$ cat src/rtl/uart_rx_frame.sv
// Parametrised UART receiver: configurable data bits, parity and stop bits, with parity,
// framing and line-break flags. Define UART_RX_MAJORITY_EN for 2-of-3 voted sampling.
module uart_rx_frame #(
    parameter int CLOCKS_PER_BAUD = 6,
    parameter int DATA_BITS       = 8,
    parameter int PARITY          = 0,
    parameter int STOP_BITS       = 1
) (
    input  logic                 clock,
    input  logic                 reset_n,
    input  logic                 rx_i,
    output logic [DATA_BITS-1:0] data_o,
    output logic                 valid_o,
    output logic                 parity_err_o,
    output logic                 frame_err_o,
    output logic                 break_o,
    output logic                 tap_o
);

    localparam int CW = (CLOCKS_PER_BAUD > 2) ? $clog2(CLOCKS_PER_BAUD) : 1;
    localparam int BW = $clog2(DATA_BITS);
    localparam bit PAR_EN = (PARITY != 0);

    generate
        if (CLOCKS_PER_BAUD < 2) begin : g_bad_cpb
            $error("uart_rx_frame: CLOCKS_PER_BAUD must be >= 2");
        end
`ifdef UART_RX_MAJORITY_EN
        if (CLOCKS_PER_BAUD < 4) begin : g_bad_cpb_vote
            $error("uart_rx_frame: CLOCKS_PER_BAUD must be >= 4 with majority voting");
        end
`endif
        if (DATA_BITS < 5 || DATA_BITS > 9) begin : g_bad_data
            $error("uart_rx_frame: DATA_BITS must be 5..9");
        end
        if (PARITY < 0 || PARITY > 2) begin : g_bad_parity
            $error("uart_rx_frame: PARITY must be 0, 1 or 2");
        end
        if (STOP_BITS < 1 || STOP_BITS > 2) begin : g_bad_stop
            $error("uart_rx_frame: STOP_BITS must be 1 or 2");
        end
    endgenerate

    typedef enum logic [2:0] {
        IDLE,
        START,
        DATA,
        PAR,
        STOP,
        BREAK_WAIT
    } state_t;

    state_t                 state;
    logic                   rx_meta;
    logic                   rx_sync;
    logic                   samp;
    logic [CW-1:0]          cnt;
    logic [BW-1:0]          bit_cnt;
    logic [DATA_BITS-1:0]   shift;
    logic                   par_acc;
    logic                   any_high;
    logic                   frame_acc;
    logic                   frame_now;
    logic                   brk_now;
    logic                   par_err_w;

    // Two-flop synchronizer; idle level is high so reset to 1.
    always_ff @(posedge clock or negedge reset_n) begin
        if (!reset_n) begin
            rx_meta <= 1'b1;
            rx_sync <= 1'b1;
        end else begin
            rx_meta <= rx_i;
            rx_sync <= rx_meta;
        end
    end

`ifdef UART_RX_MAJORITY_EN
    logic rx_d1;
    logic rx_d2;

    always_ff @(posedge clock or negedge reset_n) begin
        if (!reset_n) begin
            rx_d1 <= 1'b1;
            rx_d2 <= 1'b1;
        end else begin
            rx_d1 <= rx_sync;
            rx_d2 <= rx_d1;
        end
    end

    // Vote over the sample cycle and the two cycles before it.
    assign samp = (rx_sync & rx_d1) | (rx_sync & rx_d2) | (rx_d1 & rx_d2);
`else
    assign samp = rx_sync;
`endif

    assign frame_now = frame_acc | ~samp;
    assign brk_now   = ~(any_high | samp);

    always_comb begin
        par_err_w = 1'b0;
        if (PARITY == 1) begin
            par_err_w = ~par_acc;
        end else if (PARITY == 2) begin
            par_err_w = par_acc;
        end
    end

    always_ff @(posedge clock or negedge reset_n) begin
        if (!reset_n) begin
            state        <= IDLE;
            cnt          <= '0;
            bit_cnt      <= '0;
            shift        <= '0;
            par_acc      <= 1'b0;
            any_high     <= 1'b0;
            frame_acc    <= 1'b0;
            data_o       <= '0;
            valid_o      <= 1'b0;
            parity_err_o <= 1'b0;
            frame_err_o  <= 1'b0;
            break_o      <= 1'b0;
            tap_o        <= 1'b0;
        end else begin
            valid_o <= 1'b0;
            if (state != IDLE && state != BREAK_WAIT && cnt != '0) begin
                cnt <= cnt - CW'(1);
            end
            case (state)
                IDLE: begin
                    if (!rx_sync) begin
                        state <= START;
                        tap_o <= 1'b1;
                        cnt   <= CW'(CLOCKS_PER_BAUD / 2 - 1);
                    end
                end
                START: begin
                    if (cnt == '0) begin
                        if (samp) begin
                            state <= IDLE;
                            tap_o <= 1'b0;
                        end else begin
                            state     <= DATA;
                            cnt       <= CW'(CLOCKS_PER_BAUD - 1);
                            bit_cnt   <= '0;
                            par_acc   <= 1'b0;
                            any_high  <= 1'b0;
                            frame_acc <= 1'b0;
                        end
                    end
                end
                DATA: begin
                    if (cnt == '0) begin
                        cnt      <= CW'(CLOCKS_PER_BAUD - 1);
                        shift    <= {samp, shift[DATA_BITS-1:1]};
                        par_acc  <= par_acc ^ samp;
                        any_high <= any_high | samp;
                        if (bit_cnt == BW'(DATA_BITS - 1)) begin
                            bit_cnt <= '0;
                            state   <= PAR_EN ? PAR : STOP;
                        end else begin
                            bit_cnt <= bit_cnt + BW'(1);
                        end
                    end
                end
                PAR: begin
                    if (cnt == '0) begin
                        cnt      <= CW'(CLOCKS_PER_BAUD - 1);
                        par_acc  <= par_acc ^ samp;
                        any_high <= any_high | samp;
                        bit_cnt  <= '0;
                        state    <= STOP;
                    end
                end
                STOP: begin
                    if (cnt == '0) begin
                        cnt <= CW'(CLOCKS_PER_BAUD - 1);
                        if (bit_cnt == BW'(STOP_BITS - 1)) begin
                            data_o       <= shift;
                            valid_o      <= 1'b1;
                            parity_err_o <= par_err_w;
                            frame_err_o  <= frame_now;
                            break_o      <= brk_now;
                            bit_cnt      <= '0;
                            state        <= brk_now ? BREAK_WAIT : IDLE;
                            tap_o        <= brk_now;
                        end else begin
                            frame_acc <= frame_now;
                            any_high  <= any_high | samp;
                            bit_cnt   <= bit_cnt + BW'(1);
                        end
                    end
                end
                BREAK_WAIT: begin
                    if (rx_sync) begin
                        state <= IDLE;
                        tap_o <= 1'b0;
                    end
                end
                default: begin
                    state <= IDLE;
                    tap_o <= 1'b0;
                end
            endcase
        end
    end

endmodule

$ cat config.mk
export PLATFORM = sky130hd
export DESIGN_NAME = uart_rx_frame
export DESIGN_NICKNAME = d
export VERILOG_FILES = /design/src/rtl/uart_rx_frame.sv
export SDC_FILE = /design/constraint.sdc
export NUM_CORES = 1
export LEC_CHECK = 0
export ABC_AREA = 1
export ABC_CLOCK_PERIOD_IN_PS = 2900
export CAP_MARGIN = 25
export CORE_ASPECT_RATIO = 0.7
export CORE_MARGIN = 2
export CORE_UTILIZATION = 40
export CTS_CLUSTER_SIZE = 20
export DETAILED_ROUTE_END_ITERATION = 8
export GPL_ROUTABILITY_DRIVEN = 0
export PLACE_DENSITY = 0.7
export SYNTH_ARGS = -nofsm -noshare
export SYNTH_HDL_FRONTEND = slang
export SYNTH_SLANG_ARGS = --single-unit
$ cat constraint.sdc
create_clock -name clock -period 2.9 [get_ports clock]
set_clock_uncertainty 0.05 [all_clocks]
set_input_delay 0.435 -clock clock [delete_from_list [all_inputs] [get_ports clock]]
set_output_delay 0.435 -clock clock [all_outputs]
set_load 0.01 [all_outputs]
==> summary.md <==
| Metric | Value |
|---|---|
| Status | completed |
| PD cells | 941 nW/um^2 |
| Total leakage power | 1.04 nW |
| Vias | 1,356 |
| Setup TNS | 0 ns |
| I/O Pins | 16 |
| Syn_nets | 217 |
| Clock root buffer master | clkbuf_8 |
| Synth warnings | 0 |
| Crit-path max FO | 4 |
| Initial Utilization | 41.0% |
| Antenna violations before repair | 0 |
| Die W | 82.9 um |
| Main area contributors after synthesis | dfrtp_1 (44%), nand2_1 (15%), inv_1 (5.8%) |
| Per-cell routed wire length | 11.5 um |
| Number of synthesized register bits | 33 |
| Global-route wire length before repair | 6040 um |
| IO Port Bufs | 14 |
| Vias in the first global route | 1,314 |
| Setup-failing EPs final | 0 |
| Final min period | 1.70 ns |
| Layout area overhead | 16.5% |
| CP Data Required Time | 3.03 ns |
| Startpoint Class | flip-flop |
| Post-synthesis sequential area ratio | 47.5% |
| Syn Area/Cell | 8.35 sq um |
| Layout cell share with drive strength beyond 1 | 17.0% |
| Final core occ | 47.8% |
| Hpwl dp | 2470 um |
| Worst Hold Class | reg2reg |
| Post-Syn Area | 1740 sq um |
| Iteration-0 DRC Markers | 106 |
| Via density | 4.77 |
| Total congestion overflow | 0 |
| WL final | 3280 um |
| Core area | 4250 sq um |
| Most frequent cell after synthesis | nand2_1 |
| Post-CTS Setup Bufs | 0 |
| Synth Flop Type | dfrtp_1 |
| CTS H-tree lvls | 2 |
| CTS tree | yes |
| Die area | 4910 sq um |
| Fin crit share | 58.6% |
| EDFF count, synth | 0 |
| Worst IR drop on VDD | 0.427 mV |
| Hold buffer count at cts | 0 |
| Hold wc startpoint | rx_meta |
| Pins Over Slew Limit | 0 |
| Post_cts resized | 0 |
| Final nets | 236 |
| Distinct cells, synth | 27 |
| Yosys top cell area share | 44.5% |
| Final Power | 0.00191 W |
| Hold Vio Cnt, Final | 0 |
| All-Layer GR Usage | 15.8% |
| Number of diodes | 0 |
| Critical path origin | bit_cnt[0] |
| Reg2Reg Launch Point | bit_cnt[0] |
| Synth area leader | dfrtp_1 |
| Async S/R FF share, synth | 100% |
| Max Cap Viol | 0 |
| Clk pin slew, worst setup/hold paths | 0.07 ns |
| Clock Path Buffers | 2 |
| Total CTS buffers | 5 |
| CTS Sinks | 33 |
| Site Rows | 20 |
| FMAX | 0.589 GHz |
| Crit path kind | reg2reg |
| DRT antenna net count | 0 |
| Crit path DAT | 1.82 ns |
| RSZ-0062 raised after global routing | no |
| Die Y | 59.3 um |
| Cells after Synth | 209 |
| Synth top cells by count | nand2_1 (68), dfrtp_1 (31), inv_1 (27) |
| DR pass1 iterations | 4 |
| Skew-Pair Late Insertion Delay | 0.28 ns |
| Largest net degree at the start of global routing | 34 |
| Critical Path End Type | flip-flop |
| # DRC | 0 |
[worst paths after layout]
path	endpoint	slack (ns)	depth (start not counted)
setup / recovery	state[0]	1.20	11
setup reg to reg	state[0]	1.20	11
hold / removal	rx_sync	0.31	0
hold reg to reg	rx_sync	0.31	0
max in group asynchronous	rx_sync	1.98	2
min in group asynchronous	bit_cnt[1]	0.50	2
[registers in the layout (all words and copies together) (netlist names), 3 cells and up]
name / flops
bit_cnt: 3
cnt: 3
data_o: 8
shift: 8
state: 3
[cells by family after synthesis]
| kind of cell | after synthesis | synth area share (%) |
|---|---|---|
| fa+ha+maj | 5 | 3.59 |
| buf+inv | 34 | 8.68 |
| flops | 33 | 47.5 |
| other cells | 1 | 0.215 |
| simple gates | 105 | 27.8 |
| compound gates | 31 | 12.2 |
[layout make-up]
class / count / area (sq um)
Fill cell: 407 / 2220
Sequential cell: 33 / 828
Multi-Input combinational cell: 142 / 764
Timing Repair Buffer: 15 / 148
Inverter: 31 / 121
Clock buffer: 7 / 96.3
Tap cell: 55 / 68.8
Clock inverter: 1 / 5.00
[stage by stage]
step	cell area, sq um	setup slack (ns)	cells	hold slack [ns]
final	2030	1.20	284	0.306
after global routing	2030	0.964	284	0.309
after CTS	2030	1.19	284	0.308
after detailed placement	1930	1.19	276	0.298
after global placement	1930	1.23	276	0.296
after floorplan	1740	1.42	209	0.0894
[where the power goes]
part,internal [W],leakage [nW],switching [W],total [W]
registers,0.000571,0.440,0.0000800,0.000651
logic,0.000317,0.543,0.000565,0.000883
clock network,0.000214,0.0542,0.000164,0.000379
total,0.00110,1.04,0.000810,0.00191
[critical path, stage by stage, from the launching register on]
cell	delay [ns]
dfrtp_1	0.40
inv_1	0.08
ha_1	0.14
inv_1	0.03
nor2_1	0.19
inv_1	0.09
nand2_1	0.14
o21ai_1	0.12
inv_1	0.12
nand3_2	0.10
nand2_1	0.07
nand2_1	0.05
[routing by layer]
layer	share of wire, %	global-route usage, %	wire [um]	vias to the layer above
met5	0	0	0	-
met1	52	22.4	1720	629
met3	4.8	5.15	158	4
met4	0.88	4.92	29	0
li1	-	-	-	696
met2	42	23.2	1370	27
[cell usage in the layout, fill, tap and decap left out, types with 2 or more instances in the layout]
cell type / count
nand3_1: 10
inv_4: 2
nand4_1: 5
o21ai_0: 5
ha_1: 5
nand2_2: 4
o21ai_2: 11
dfstp_2: 2
o21ai_1: 11
nand3_2: 2
inv_2: 2
inv_1: 27
clkbuf_8: 7
dfrtp_1: 31
nand2_1: 68
nor2_1: 10
nand2_4: 2
clkdlybuf4s50_1: 14
Power figures use the tool's default switching activity.
